[src/rtl/p2s_pkg.sv]
// Shared types and constants for the p2s_loader block.
package p2s_pkg;

  typedef enum logic [2:0] {
    IDLE,
    START,
    ACK,
    SHIFT,
    GAP
  } state_t;

  localparam int DEFAULT_DATA_BITS = 16;
  localparam int GAP_CYCLES        = 2;

  function automatic int max3(input int a, input int b, input int c);
    int m;
    m = (a > b) ? a : b;
    return (m > c) ? m : c;
  endfunction

endpackage

[src/rtl/p2s_loader_if.sv]
// Upstream valid/ready word channel into p2s_loader.
interface p2s_loader_if
  import p2s_pkg::*;
#(
  parameter int DATA_BITS = DEFAULT_DATA_BITS
) ();

  logic [DATA_BITS-1:0] in_data;
  logic                 in_valid;
  logic                 in_ready;

  modport master (output in_data, output in_valid, input in_ready);
  modport slave  (input in_data, input in_valid, output in_ready);

endinterface

[src/rtl/p2s_refresh_timer.sv]
// Idle-interval counter with clear and terminal-count flag, used for automatic retransmit.
module p2s_refresh_timer #(
  parameter int CYCLES = 1000000
) (
  input  logic clk,
  input  logic rst,
  input  logic en,
  input  logic clr,
  output logic tc
);

  localparam int CW = (CYCLES > 1) ? $clog2(CYCLES) : 1;

  logic [CW-1:0] count;

  always_ff @(posedge clk or posedge rst) begin
    if (rst)      count <= '0;
    else if (clr) count <= '0;
    else if (en)  count <= count + CW'(1);
  end

  assign tc = (count == CW'(CYCLES - 1));

endmodule

[src/rtl/p2s_loader.sv]
// Loads words into a parallel-to-serial shifter and sequences its start/ack/shift handshake.
// Optional automatic retransmit after an idle interval: define P2S_LOADER_REFRESH_EN.
module p2s_loader
  import p2s_pkg::*;
#(
  parameter int DATA_BITS      = DEFAULT_DATA_BITS,
  parameter int START_HOLD     = 2,
  parameter int ACK_TIMEOUT    = 8,
  parameter int REFRESH_CYCLES = 1000000
) (
  input  logic                 clk,
  input  logic                 rst,
  p2s_loader_if.slave          up,
  input  logic                 p2s_en,
  output logic                 serial,
  output logic [DATA_BITS-1:0] p_data,
  output logic                 busy,
  output logic                 done,
  output logic                 err
);

  localparam int CNT_MAX = max3(START_HOLD, ACK_TIMEOUT, GAP_CYCLES);
  localparam int CW      = $clog2(CNT_MAX + 1);

  state_t               state, next_state;
  logic [CW-1:0]        cnt, cnt_next;
  logic [DATA_BITS-1:0] pend_data;
  logic                 pend_full;
  logic                 take, set_err, done_next;
  logic                 refresh_tc;

  assign up.in_ready = !pend_full;
  assign busy        = (state != IDLE);

`ifdef P2S_LOADER_REFRESH_EN
  p2s_refresh_timer #(
    .CYCLES (REFRESH_CYCLES)
  ) u_refresh (
    .clk (clk),
    .rst (rst),
    .en  (state == IDLE),
    .clr (state != START && next_state == START),
    .tc  (refresh_tc)
  );
`else
  assign refresh_tc = 1'b0;
`endif

  // NOTE: every output of this block is given a default first so no latch is inferred.
  always_comb begin
    next_state = state;
    cnt_next   = cnt;
    take       = 1'b0;
    set_err    = 1'b0;
    done_next  = 1'b0;
    unique case (state)
      IDLE: begin
        cnt_next = '0;
        if (pend_full) begin
          take       = 1'b1;
          next_state = START;
        end else if (refresh_tc) begin
          next_state = START;  // resend the word already on p_data
        end
      end
      START: begin
        if (cnt == CW'(START_HOLD - 1)) begin
          cnt_next   = '0;
          next_state = ACK;
        end else begin
          cnt_next = cnt + CW'(1);
        end
      end
      ACK: begin
        if (!p2s_en) begin
          cnt_next   = '0;
          next_state = SHIFT;
        end else if (cnt == CW'(ACK_TIMEOUT)) begin
          set_err    = 1'b1;
          cnt_next   = '0;
          next_state = GAP;
        end else begin
          cnt_next = cnt + CW'(1);
        end
      end
      SHIFT: begin
        if (p2s_en) begin
          done_next  = 1'b1;
          next_state = GAP;
        end
      end
      GAP: begin
        if (cnt == CW'(GAP_CYCLES - 1)) begin
          cnt_next   = '0;
          next_state = IDLE;
        end else begin
          cnt_next = cnt + CW'(1);
        end
      end
      default: next_state = IDLE;
    endcase
  end

  // NOTE: sequential state uses non-blocking assignments so every flop samples pre-edge values.
  // NOTE: the pending word register is reset too, so an abandoned word can never reach p_data.
  always_ff @(posedge clk or posedge rst) begin
    if (rst) begin
      state     <= IDLE;
      cnt       <= '0;
      serial    <= 1'b0;
      p_data    <= '0;
      pend_data <= '0;
      pend_full <= 1'b0;
      done      <= 1'b0;
      err       <= 1'b0;
    end else begin
      state  <= next_state;
      cnt    <= cnt_next;
      serial <= (state == START);
      done   <= done_next;
      if (set_err) err <= 1'b1;
      if (take) begin
        p_data    <= pend_data;
        pend_full <= 1'b0;
      end else if (up.in_valid && up.in_ready) begin
        pend_data <= up.in_data;
        pend_full <= 1'b1;
      end
    end
  end

endmodule

[src/flat_wrapper.sv]
// flat-port wrapper written by rule: the top's interface ports become plain ports
module p2s_loader_flat import p2s_pkg::*;
#(
  parameter int DATA_BITS      = DEFAULT_DATA_BITS,
  parameter int START_HOLD     = 2,
  parameter int ACK_TIMEOUT    = 8,
  parameter int REFRESH_CYCLES = 1000000
)
  (clk, rst, p2s_en, serial, p_data, busy, done, err, up_in_data, up_in_valid, up_in_ready);
  p2s_loader_if #(.DATA_BITS(DATA_BITS)) up_i ();
  input  logic clk;
  input  logic rst;
  input  logic p2s_en;
  output logic serial;
  output logic [DATA_BITS-1:0] p_data;
  output logic busy;
  output logic done;
  output logic err;
  input wire logic [$bits(up_i.in_data)-1:0] up_in_data;
  input wire logic [$bits(up_i.in_valid)-1:0] up_in_valid;
  output wire logic [$bits(up_i.in_ready)-1:0] up_in_ready;
  assign up_i.in_data = up_in_data;
  assign up_i.in_valid = up_in_valid;
  assign up_in_ready = up_i.in_ready;
  p2s_loader #(.DATA_BITS(DATA_BITS), .START_HOLD(START_HOLD), .ACK_TIMEOUT(ACK_TIMEOUT), .REFRESH_CYCLES(REFRESH_CYCLES)) u_core (.clk(clk), .rst(rst), .up(up_i), .p2s_en(p2s_en), .serial(serial), .p_data(p_data), .busy(busy), .done(done), .err(err));
endmodule
[config.mk]
export PLATFORM = sky130hd
export DESIGN_NAME = p2s_loader_flat
export DESIGN_NICKNAME = d
export VERILOG_FILES = /design/src/rtl/p2s_pkg.sv /design/src/rtl/p2s_loader_if.sv /design/src/rtl/p2s_refresh_timer.sv /design/src/rtl/p2s_loader.sv /design/src/flat_wrapper.sv
export SDC_FILE = /design/constraint.sdc
export NUM_CORES = 1
export LEC_CHECK = 0
export CORE_UTILIZATION = 50
export DETAILED_ROUTE_END_ITERATION = 8
export GPL_TIMING_DRIVEN = 0
export PLACE_DENSITY = 0.86
export SKIP_CTS_REPAIR_TIMING = 1
export SYNTH_ARGS = -nofsm -noshare
export SYNTH_HDL_FRONTEND = slang
export SYNTH_SLANG_ARGS = --single-unit
[constraint.sdc]
create_clock -name clk -period 2.45 [get_ports clk]
set_clock_uncertainty 0.2 [all_clocks]
set_input_delay 0.735 -clock clk [delete_from_list [all_inputs] [get_ports clk]]
set_output_delay 0.735 -clock clk [all_outputs]
set_load 0.02 [all_outputs]
# == Word-level counts from Yosys, hierarchy flattened ==
# Index checks and enable logic that the tools add are counted.
# Widths: inputs -> output; s select.
# classes
n_addsub,1
multipliers,0
n_div,0
magnitude_cmp,0
eq_ne,11
shift,0
n_mux,20
bitwise_logic,1
n_reduce_logical,9
# op_table
cell,n
$mux 3,6
$pmux 3 s5,1
$mux 4,3
$pmux 4 s3,1
$mux 1,9
$eq 3x2->1 const B,2
$ne 2x1->1 const B,3
$reduce_bool 3->1,2
$reduce_and 5->1,1
$add 4x1->4 const B,1
$eq 4x1->1 const B,1
$eq 4x4->1 const B,1
$eq 3x1->1 const B,1
$eq 3x3->1 const B,1
$logic_not 3->1,1
$ne 3x2->1 const B,1
$ne 2x2->1 const B,1
$reduce_and 2->1,1
$reduce_bool 2->1,1
$reduce_or 2->1,1
$logic_and 1x1->1,1
$logic_not 1->1,1
$not 1->1,1
# word_totals
reg_bits,43
latch_bits,0
mem_bits_rw,0
romBits,0
inputBits,20
elab_cells,50
mem_count,0

# == Logic depth before layout (Yosys ltp) ==
# Gate-level depths: netlist of run 1.
# depth
ltp_word,4
mapped_depth,6
mapped_depth_nobuf,6

# == Worst setup path before layout of run 1 ==
# No wires, ideal clock.
# synth_timing
kind,input port to flip-flop
start,in up_in_valid
end,reg u_core.pend_data[0]
arrival_ns,1.557
required_ns,2.125
path_slack_ns,0.569
stages,4
n_path_buf,2
cell_sequence,nor2b_1 -> buf_2 -> buf_2 -> mux2_2
# synth_via
elab_chain_cells,2
# synth_lines
item,line,rtl
"start, declared",flat_wrapper.sv:20,input wire logic [$bits(up_i.in_valid)-1:0] up_in_valid;
$logic_and 1x1->1,p2s_loader.sv:125,end else if (up.in_valid && up.in_ready) begin
$reduce_and 2->1 (no source line),-,
"end signal, assigned",p2s_loader.sv:126,pend_data <= up.in_data;
"end, declared",p2s_loader.sv:27,logic [DATA_BITS-1:0] pend_data;
# No other way between the ends.
# A chain may end at the register's enable or synchronous reset.

# == Worst setup path in the final report of run 1 ==
# layout_timing
start,reg u_core.state[2]
end,out busy
# layout_via
elab_chain_cells,1
# layout_lines
item,line,rtl
"start, declared",p2s_loader.sv:25,"state_t state, next_state;"
"start signal, assigned",p2s_loader.sv:117,state <= next_state;
$reduce_bool 3->1,p2s_loader.sv:33,assign busy = (state != IDLE);
"end, declared",flat_wrapper.sv:16,output logic busy;
# No other way between the ends.

==> key figures, run 1 <==
Run status
  – Status: complete, no violations

Synthesis
  – Compound-cell area share of the yosys netlist: 5.62%
  – Post-Synthesis Cells: 133
  – Adder-Cell Fraction of Synth Area: 3.14%
  – Mux cell area share after synthesis: 21.4%
  – Xor-xnor portion of the synthesized cell area: 0.914%
  – Post-Syn Nets: 157
  – Seq/Total Area, Yosys: 56.2%
  – Post-Synth Simple-Gate Area: 8.82%
  – Share of flip-flops with an asynchronous set or reset: 100%
  – Syn Std Cell Area: 1920 sq um
  – Post-synth top flop: dfrtp_1
  – Largest family of logic cells by synthesized area: multiplexers
  – EDFF count, synth: 0
  – Syn. warnings: 0
  – Yosys reg bits: 43
  – Syn avg cell area: 14.4 sq um
  – Post-synth cell types: 34

Clock network
  – CTS H-tree depth: 2
  – CTS tree: yes
  – Clock-pin slew on the worst setup and hold paths: 0.07 ns
  – Clock Tree Root: clkbuf_8
  – Clock tree buffer depth: 2
  – Num CTS Buffers: 5
  – Clock sink total: 43
  – Worst-Skew Late Latency: 0.29 ns

Global route
  – Global Route Usage Sum: 19.5%
  – Initial antenna violation count: 0
  – Grt ovf: 0
  – First-pass GRT wire length: 5.91 mm
  – Vias in the first global route: 1259
  – Largest net degree at the start of global routing: 44

Timing
  – TNS Setup: 0 ns
  – Final min period: 2.35 ns
  – Period utilization: 95.8%
  – Worst Max-Slew Pin Slew: 0.844 ns
  – Max Clock Freq: 0.426 GHz
  – Fin. max-slew vios: 0
  – Setup violators final: 0
  – Unrepaired setup endpoints after global routing: no
  – Fin Hold WS: 0.271 ns
  – Worst rel slew slack: 43.6%
  – Fin. Hold Viols: 0

Power and ir drop
  – Switching portion of total power: 32.5%
  – Int Pwr: 2.42 mW
  – Power density cells: 1430 nW/um^2
  – Combinational group share of total power: 47.7%
  – Sequential Power Share: 34.4%
  – Peak supply drop: 0.772 mV
  – P_leak: 1.14 nW
  – Psw: 1.17 mW
  – Power share of the clock group: 17.9%

Worst setup path
  – Family with the most delay on the worst path: flip-flops
  – CP required: 1.51 ns
  – Critical-path maximum fanout: 10
  – CP max-delay cell: dfrtp_1
  – Startpoint Class: register
  – CP Capture Type: output pin
  – Crit path depth: 3
  – Worst Path Buf+Inv: 2
  – Critical path type: register to output pin
  – Worst reg2reg path depth: 6
  – CP max stage delay: 0.39 ns
  – Worst-path cell chain: buf_6, or3_4, dlymetal6s2s_1
  – WP data arrival: 1.41 ns

Worst hold path
  – Path type of the worst min-delay path: register to register
  – Hold Path Stages: 1

Die
  – Core area: 3660 sq um
  – I/O pin cnt: 41
  – Chip height: 63.9 um
  – Die area: 4080 sq um
  – Num rows: 22
  – Die W: 63.9 um
  – Initial core utilization: 52.3%

Placed design
  – Port buffer count: 40
  – Placed Instances: 221
  – Routability cong.: 0.867
  – DP HPWL: 2.56 mm
  – Post-Place Cell Area: 2380 sq um

Drt
  – Number of DRC markers in iteration 0: 43
  – DRC violations left: 0
  – Final wirelength: 3.44 mm
  – Vias: 1157
  – Antenna Nets Post-Route: 0
  – Wire per inst: 15.0 um
  – Router iterations before antenna repair: 6
  – Vias/cell: 5.05

Final layout
  – Layout Cells excl Fill: 229
  – Fillers: 265
  – Fin area: 2510 sq um
  – # diodes: 0
  – Area grow syn2layout: 31.2%
  – Share of post-route cells with drive strength above 1: 29.3%
  – Core Util, Final: 68.7%
  – NumNets Final: 204

Job
  – Max-cap viol count: 0
==> metal layers <==
| layer | track usage [%] | part of all wire (%) |
|---|---|---|
| met4 | 5.97 | 1.5 |
| met1 | 23.4 | 42 |
| met3 | 5.36 | 3.2 |
| met5 | 0 | 0 |
| met2 | 33.8 | 54 |
==> kinds of logic after synthesis <==
| logic type | count (synthesis) |
|---|---|
| adder cells (fa/ha/maj) | 5 |
| buffers and inverters | 11 |
| XOR/XNOR | 2 |
| AND/OR/NAND/NOR | 27 |
| multiplexers | 33 |
| AO/OA/AOI/OAI | 12 |
| flip-flops | 43 |
==> worst reg2reg max path: cells and delay by family (launching register included) <==
family          cells  cell delay, ns
compound gates      2            0.49
fa+ha+maj           1            0.19
mux                 1            0.32
simple gates        1            0.18
buf+inv             1            0.09
flops               1            0.43
==> power groups by stage <==
stage / Combinational, mW / Clock [mW] / Sequential [mW]
after detailed placement: 1.73 / 0 / 1.25
after floorplan: 1.03 / 0 / 1.39
final: 1.72 / 0.642 / 1.24
after global routing: 1.86 / 0.678 / 1.28
after global placement: 1.67 / 0 / 1.22
after CTS: 1.74 / 0.650 / 1.24
==> layout make-up <==
type | instances | area, sq um | share of cell area (%)
flip-flops and latches | 43 | 1080 | 42.8
multi-input cells | 79 | 763 | 30.4
repair buffers | 40 | 405 | 16.1
clock buffers | 6 | 72.6 | 2.89
clock inverters | 2 | 60.1 | 2.39
well taps | 48 | 60.1 | 2.39
plain buffers | 6 | 57.6 | 2.29
inverters | 5 | 18.8 | 0.747
==> worst paths after layout <==
path	from	end	slack (ns)
setup reg to reg	u_core.cnt[1]$_DFFE_PP0P_	u_core.state[1]$_DFFE_PP0P_	0.44
hold / removal	u_core.err$_DFFE_PP0P_	u_core.err$_DFFE_PP0P_	0.27
max in group asynchronous	rst	u_core.done$_DFF_PP0_	0.79
min in group asynchronous	rst	u_core.p_data[12]$_DFFE_PP0P_	0.72
setup / recovery	u_core.state[2]$_DFFE_PP0P_	busy	0.10
hold reg to reg	u_core.err$_DFFE_PP0P_	u_core.err$_DFFE_PP0P_	0.27
==> cell usage in the layout, fill, tap and decap left out, drive strengths merged, types with 2 or more instances in the layout <==
cell type / instances
clkdlybuf4s50: 38
inv: 5
nor3b: 2
mux2: 33
dlymetal6s2s: 2
clkbuf: 6
dfrtp: 43
nand2: 3
ha: 4
a21o: 2
a21oi: 2
buf: 6
nor2b: 2
o21ai: 2
nor2: 12
bufinv: 2
==> metrics by stage <==
step	total power, mW	setup WS, ns
floorplan	2.42	0.512
global placement	2.89	-0.246
detailed placement	2.98	-0.0753
CTS	3.63	-0.245
global route	3.81	0.0548
finish	3.59	0.102
==> state kept, by name, summed over array words and instances, names as in the netlist <==
name	cells
u_core.p_data	16
u_core.pend_data	16
u_core.cnt	4
u_core.state	3
u_core.done	1
u_core.err	1
u_core.pend_full	1
u_core.serial	1
==> synthesized netlist by cell type, types with 2 or more instances <==
cell type | count | share of area [%]
mux2_4 | 10 | 7.8
nor2b_1 | 2 | 0.65
o21ai_0 | 2 | 0.52
mux2_2 | 23 | 14
buf_2 | 3 | 0.78
nor2_1 | 11 | 2.2
a21o_1 | 2 | 0.78
nand2_1 | 3 | 0.59
a21oi_1 | 2 | 0.52
dfrtp_1 | 43 | 56
inv_1 | 5 | 0.98
ha_1 | 4 | 2.6
buf_6 | 2 | 1.2
Power figures use the tool's default switching activity.
==> run 2: changes to the inputs <==
- CAP_MARGIN: default -> 20
- SKIP_CTS_REPAIR_TIMING: 1 -> default
==> run 2 against run 1 <==
Compared with the run above:
- count of clock-buffer cells in the layout unchanged
- global-route usage unchanged
- worst hold slack is the same
- via count barely moved
- critical path type unchanged
- largest power group unchanged
- highest routed layer unchanged
==> key figures, run 2 (synthesized netlist as in run 1, its figures left out) <==
Global route
  – Global Route Usage Sum: 19.5% (unchanged)
  – First-pass GRT wire length: 5.91 mm (unchanged)
  – Initial antenna violation count: 0 (unchanged)
  – Vias in the first global route: 1259 (unchanged)
  – Largest net degree at the start of global routing: 44 (unchanged)
  – Grt ovf: 0 (unchanged)

Clock network
  – CTS tree: yes
  – Num CTS Buffers: 5 (unchanged)
  – Worst-Skew Late Latency: 0.29 ns (about the same)
  – Total setup buffers inserted after CTS: 0
  – Clock Tree Root: clkbuf_8
  – Clock sink total: 43 (unchanged)
  – CTS H-tree depth: 2 (unchanged)
  – Cts hold-fix bufs: 0
  – Clock tree buffer depth: 2 (unchanged)
  – Clock-pin slew on the worst setup and hold paths: 0.07 ns (about the same)

Final layout
  – Commonest non-fill, non-tap cell in the layout: dfrtp_1
  – Share of post-route cells with drive strength above 1: 29.8% (+0.55 points)
  – Core Util, Final: 68.4% (-0.31 points)
  – Largest regs: u_core.p_data x16, u_core.pend_data x16, u_core.cnt x4
  – Layout Cells excl Fill: 229 (unchanged)
  – NumNets Final: 204 (unchanged)
  – # diodes: 0 (unchanged)
  – Area grow syn2layout: 30.6%
  – Most frequent cells in the layout: dfrtp_1 (43), clkdlybuf4s50_1 (38), mux2_2 (23)

Timing
  – Fin. Hold Viols: 0 (unchanged)
  – Unrepaired setup endpoints after global routing: no
  – Period utilization: 93.8% (-2.1 points)
  – Max Clock Freq: 0.435 GHz (+2.2%)
  – Worst rel slew slack: 43.7% (about the same)
  – Setup violators final: 0 (unchanged)
  – Fin Hold WS: 0.271 ns (unchanged)
  – Fin. max-slew vios: 0 (unchanged)
  – Final min period: 2.30 ns (-0.0505 ns)
  – Worst Max-Slew Pin Slew: 0.844 ns (-0.000227 ns)

Drt
  – Router iterations before antenna repair: 6 (unchanged)
  – Antenna Nets Post-Route: 0 (unchanged)
  – Vias/cell: 5.06 (about the same)
  – Wire per inst: 15.0 um (+0.12%)
  – Vias: 1158 (+0.086%)
  – DRC violations left: 0 (unchanged)
  – Final wirelength: 3.44 mm (+0.12%)
  – Number of DRC markers in iteration 0: 43 (unchanged)

Die
  – Die W: 63.9 um (unchanged)
  – Die area: 4080 sq um (unchanged)
  – Chip height: 63.9 um (unchanged)
  – I/O pin cnt: 41 (unchanged)
  – Num rows: 22 (unchanged)
  – Initial core utilization: 52.3% (unchanged)
  – Core area: 3660 sq um (unchanged)

Worst setup path
  – Critical path type: register to output pin
  – WP data arrival: 1.36 ns (-0.05 ns)
  – CP Capture Type: output pin
  – Critical-path maximum fanout: 10 (unchanged)
  – Startpoint Class: register
  – CP required: 1.51 ns (about the same)
  – R2R setup slack: 0.44 ns (about the same)

Placed design
  – Port buffer count: 40 (unchanged)
  – Placed Instances: 221 (unchanged)
  – Routability cong.: 0.867 (unchanged)
  – DP HPWL: 2.56 mm (unchanged)

Worst hold path
  – Path type of the worst min-delay path: register to register

Power and ir drop
  – Total chip power: 3.58 mW (-0.31%)
  – Psw: 1.17 mW (about the same)
  – Int Pwr: 2.41 mW (-0.49%)
  – Power density cells: 1430 nW/um^2 (+0.14%)
  – P_leak: 1.12 nW (-1.3%)
  – Switching portion of total power: 32.7% (+0.12 points)
  – Peak supply drop: 0.771 mV (about the same)
  – Power share of the clock group: 17.9% (about the same)
  – Sequential Power Share: 34.5% (about the same)
  – Combinational group share of total power: 47.6% (about the same)

Job
  – Max-cap viol count: 0 (unchanged)

Run status
  – Status: complete, no violations
==> run 2: critical path: stages, from the launching register on <==
cell      delay, ns
dfrtp_1        0.39
buf_6          0.15
or3_4          0.37
clkbuf_2       0.17
==> run 2: what timing repair did <==
| item | CTS | global route |
|---|---|---|
| cloned | 0 | 0 |
| resized for setup | 3 | 1 |
| endpoints found under the setup margin | 2 | 1 |
==> run 2: path summary, 6_finish.rpt <==
path                       cells after the start                             to                         from
max                                            3                           busy  u_core.state[2]$_DFFE_PP0P_
min                                            1         u_core.err$_DFFE_PP0P_       u_core.err$_DFFE_PP0P_
max reg2reg                                    6    u_core.state[1]$_DFFE_PP0P_    u_core.cnt[1]$_DFFE_PP0P_
min reg2reg                                    1         u_core.err$_DFFE_PP0P_       u_core.err$_DFFE_PP0P_
max in group asynchronous                      2          u_core.done$_DFF_PP0_                          rst
min in group asynchronous                      2  u_core.p_data[12]$_DFFE_PP0P_                          rst
==> run 2: per-layer routing <==
| layer | up-vias | track usage (%) | share of wire [%] |
|---|---|---|---|
| met2 | 29 | 33.8 | 54 |
| met4 | 0 | 5.97 | 1.5 |
| met1 | 567 | 23.4 | 41 |
| met3 | 5 | 5.36 | 3.4 |
| met5 | - | 0 | 0 |
| li1 | 557 | - | - |
==> run 2: area by class of cell <==
class,count,area [sq um]
Buffer,6,57.6
Clock buffer,6,72.6
Clock inverter,2,60.1
Fill cell,267,1160
Inverter,5,18.8
Multi-Input combinational cell,79,763
Sequential cell,43,1080
Tap cell,48,60.1
Timing Repair Buffer,40,394
==> run 2: power groups by stage <==
stage / sequential, mW / combinational (mW) / clock [mW]
6_report: 1.24 / 1.70 / 0.640
5_1_grt: 1.28 / 1.84 / 0.678
4_1_cts: 1.24 / 1.73 / 0.650
3_5_place_dp: 1.25 / 1.73 / 0
3_3_place_gp: 1.22 / 1.67 / 0
2_1_floorplan: 1.39 / 1.03 / 0
==> run 2: metrics by stage <==
stage                     cell area [sq um]  setup slack, ns  setup TNS [ns]
after floorplan                        1920            0.512               0
after global placement                 2380           -0.246          -11.34
after detailed placement               2380          -0.0753          -0.676
after CTS                              2510          0.00633               0
after global routing                   2500            0.106               0
final                                  2500            0.153               0
==> run 3: changes to the inputs <==
- ABC_AREA: default -> 1
==> run 3 against run 2 <==
Compared with the run above:
- critical path depth up 1
- non-clock buffer count unchanged
- area after synthesis is 1.7% lower
- global-route usage increased by 1.3 points
- combinational power is 9% lower
- total power decreased by 4.9%
- maximum frequency increased by 0.20%
- flip-flop and latch count unchanged
- via count rose by 26%
- worst hold slack gained 0.0020 ns
- die area fell by 1.6%
- register-to-register slack better by 0.37 ns
- largest cell class unchanged
==> key figures, run 3 <==
Run status
  – Status: complete, no violations

Worst setup path
  – WP data arrival: 1.36 ns (about the same)
  – CP max-delay cell: dfrtp_1
  – Worst setup startpoint: u_core.state[0]$_DFFE_PP0P_
  – CP Capture Type: output pin
  – Critical path type: register to output pin
  – Worst-path cell chain: buf_6, nor2_4, nand2_4, dlygate4sd2_1
  – Critical-path maximum fanout: 8 (-2)
  – Reg-to-reg startpoint: u_core.cnt[1]$_DFFE_PP0P_
  – R2R Path End: u_core.cnt[3]$_DFFE_PP0P_
  – Worst setup endpoint: busy
  – R2R setup slack: 0.81 ns (+0.37 ns)
  – Crit path depth: 4 (+1)
  – CP max stage delay: 0.38 ns (about the same)
  – Family with the most delay on the worst path: buffers and inverters
  – Worst Path Buf+Inv: 2 (unchanged)
  – CP required: 1.51 ns (about the same)
  – Startpoint Class: register
  – Worst reg2reg path depth: 7 (+1)

Placed design
  – Routability cong.: 0.771 (-11%)
  – Post-Place Cell Area: 2340 sq um (-1.5%)
  – Port buffer count: 40 (unchanged)
  – DP HPWL: 2.49 mm (-2.7%)
  – Pre-CTS WS: 0.261 ns (+0.336 ns)

Synthesis
  – Top cells by count, synth: dfrtp_1 (43), nand2_1 (40), inv_1 (24), nor2_1 (19)
  – Seq/Total Area, Yosys: 57.1% (+0.97 points)
  – EDFF count, synth: 0 (unchanged)
  – Yosys reg bits: 43 (unchanged)
  – Syn Std Cell Area: 1880 sq um (-1.7%)
  – Syn avg cell area: 9.46 sq um (-34%)
  – Post-Synthesis Cells: 199 (+50%)
  – Synth area leaders: dfrtp_1 (57%), nand2_1 (8.0%), inv_1 (4.8%), nor2_1 (3.8%), a21oi_1 (3.5%)
  – Post-synth cell types: 25 (-26%)
  – Post-Syn Nets: 223 (+42%)
  – Syn. warnings: 0 (unchanged)
  – Synth area leader: dfrtp_1
  – Top-count cell post-synth: dfrtp_1
  – Post-synth top flop: dfrtp_1
  – Share of flip-flops with an asynchronous set or reset: 100% (unchanged)
  – Proportion of netlist area held by the largest area contributor: 57.1% (+0.97 points)

Power and ir drop
  – Power share of the clock group: 18.7% (+0.8 points)
  – Int Pwr: 2.11 mW (-13%)
  – Power density cells: 1380 nW/um^2 (-3.7%)
  – Switching portion of total power: 38.1% (+5.5 points)
  – Peak supply drop: 0.811 mV (+5.1%)
  – Combinational group share of total power: 45.5% (-2.1 points)
  – Psw: 1.30 mW (+11%)
  – Total chip power: 3.41 mW (-4.9%)
  – P_leak: 1.21 nW (+7.7%)
  – Sequential Power Share: 35.8% (+1.3 points)

Drt
  – Vias/cell: 4.98 (-1.5%)
  – Number of DRC markers in iteration 0: 88 (+100%)
  – Final wirelength: 3.60 mm (+4.6%)
  – Router iterations before antenna repair: 4 (-2)
  – DRC violations left: 0 (unchanged)
  – Wire per inst: 12.3 um (-18%)
  – Vias: 1459 (+26%)
  – Antenna Nets Post-Route: 0 (unchanged)

Final layout
  – Most frequent cells in the layout: dfrtp_1 (43), nand2_1 (40), clkdlybuf4s50_1 (38)
  – # diodes: 0 (unchanged)
  – Core Util, Final: 71.2% (+2.9 points)
  – Area grow syn2layout: 31.2%
  – Multi-input logic area: 656 sq um (-14%)
  – Share of post-route cells with drive strength above 1: 12.6% (-17 points)
  – Largest regs: u_core.p_data x16, u_core.pend_data x16, u_core.cnt x4
  – Fillers: 278 (+4.1%)
  – NumNets Final: 270 (+32%)
  – Commonest non-fill, non-tap cell in the layout: dfrtp_1
  – Sequential cell area: 1080 sq um (unchanged)
  – Fin area: 2470 sq um (-1.3%)

Timing
  – Fin. max-slew vios: 0 (unchanged)
  – Worst Max-Slew Pin Slew: 0.851 ns (+0.00761 ns)
  – Final setup margin: 0.157 ns (+0.00462 ns)
  – Period utilization: 93.6% (-0.19 points)
  – Worst rel slew slack: 43.2% (-0.51 points)
  – Final min period: 2.29 ns (-0.00462 ns)
  – Max Clock Freq: 0.436 GHz (+0.20%)
  – Setup violators final: 0 (unchanged)
  – Unrepaired setup endpoints after global routing: no
  – Fin. Hold Viols: 0 (unchanged)
  – TNS Setup: 0 ns (unchanged)

Die
  – Initial core utilization: 54.3% (+2.0 points)
  – Num rows: 21 (-4.5%)
  – Die area: 4020 sq um (-1.6%)
  – Die W: 63.4 um (-0.82%)
  – Core area: 3470 sq um (-5.3%)
  – I/O pin cnt: 41 (unchanged)
  – Chip height: 63.4 um (-0.82%)

Clock network
  – Num CTS Buffers: 5 (unchanged)
  – CTS H-tree depth: 2 (unchanged)
  – Total setup buffers inserted after CTS: 0 (unchanged)
  – Cts hold-fix bufs: 0 (unchanged)
  – Clock-pin slew on the worst setup and hold paths: 0.07 ns (about the same)
  – Clock Tree Root: clkbuf_8
  – Clock tree buffer depth: 2 (unchanged)
  – Worst-Skew Late Latency: 0.30 ns (about the same)
  – Clock sink total: 43 (unchanged)
  – CTS tree: yes

Global route
  – First-pass GRT wire length: 6.19 mm (+4.8%)
  – Vias in the first global route: 1311 (+4.1%)
  – Largest net degree at the start of global routing: 44 (unchanged)
  – Global Route Usage Sum: 20.7% (+1.3 points)
  – Initial antenna violation count: 0 (unchanged)
  – Grt ovf: 0 (unchanged)

Worst hold path
  – Path type of the worst min-delay path: register to register

Job
  – Max-cap viol count: 0 (unchanged)
run 3: cell count changes after synthesis, sizes merged, moves of 3 or more:
cell and delta:
inv +21, nand3 +13, nand4 +3, nor2 +9, a21oi +11, mux2 -29, nand2 +40, o21ai +16
run 3: cell type report:
cell class	count	area share [%]
inverters	26	4.05
clock inverters	2	2.43
flip-flops and latches	43	43.5
repair buffers	40	16.1
multi-input cells	124	26.5
plain buffers	6	2.08
clock buffers	6	2.94
well taps	46	2.33
run 3: worst min-delay path by stage:
stage                                      from                            end  depth (start not counted)
3_5_place_dp             u_core.err$_DFFE_PP0P_         u_core.err$_DFFE_PP0P_                          1
4_1_cts                  u_core.err$_DFFE_PP0P_         u_core.err$_DFFE_PP0P_                          1
3_3_place_gp             u_core.err$_DFFE_PP0P_         u_core.err$_DFFE_PP0P_                          1
6_report                 u_core.err$_DFFE_PP0P_         u_core.err$_DFFE_PP0P_                          1
2_1_floorplan  u_core.pend_data[12]$_DFFE_PP0P_  u_core.p_data[12]$_DFFE_PP0P_                          2
5_1_grt                  u_core.err$_DFFE_PP0P_         u_core.err$_DFFE_PP0P_                          1
run 3: cell families (layout without fill, tap and decap cells):
logic type | after synthesis | in the layout | share of synthesized area [%]
compound gates | 32 | 32 | 9.63
xor+xnor | 2 | 2 | 0.930
fa+ha+maj | 4 | 4 | 2.66
buf+inv | 32 | 80 | 8.04
flops | 43 | 43 | 57.1
mux | 4 | 4 | 2.39
simple gates | 82 | 82 | 19.2
run 3: power groups by stage:
stage / clock network (mW) / registers, mW / logic [mW]
after floorplan: 0 / 1.37 / 0.863
after global placement: 0 / 1.21 / 1.52
after detailed placement: 0 / 1.23 / 1.58
after CTS: 0.651 / 1.22 / 1.57
after global routing: 0.687 / 1.26 / 1.72
final: 0.637 / 1.22 / 1.55
run 3: routing by layer:
layer,share of wire (%),track usage [%]
met4,2.8,9.94
met1,44,28.3
met3,5.6,6.88
met5,0,0
met2,48,29.7
run 3: what timing repair did:
| action | CTS | global route |
|---|---|---|
| endpoints found under the setup margin | 2 | 0 |
| gates resized for setup | 2 | 0 |
| hold endpoints to repair | 0 | 0 |
run 3: through the flow:
stage | hold WS, ns | cells
6_report | 0.273 | 293
5_1_grt | 0.304 | 293
3_3_place_gp | 0.259 | 285
3_5_place_dp | 0.264 | 285
2_1_floorplan | 0.270 | 199
4_1_cts | 0.281 | 293
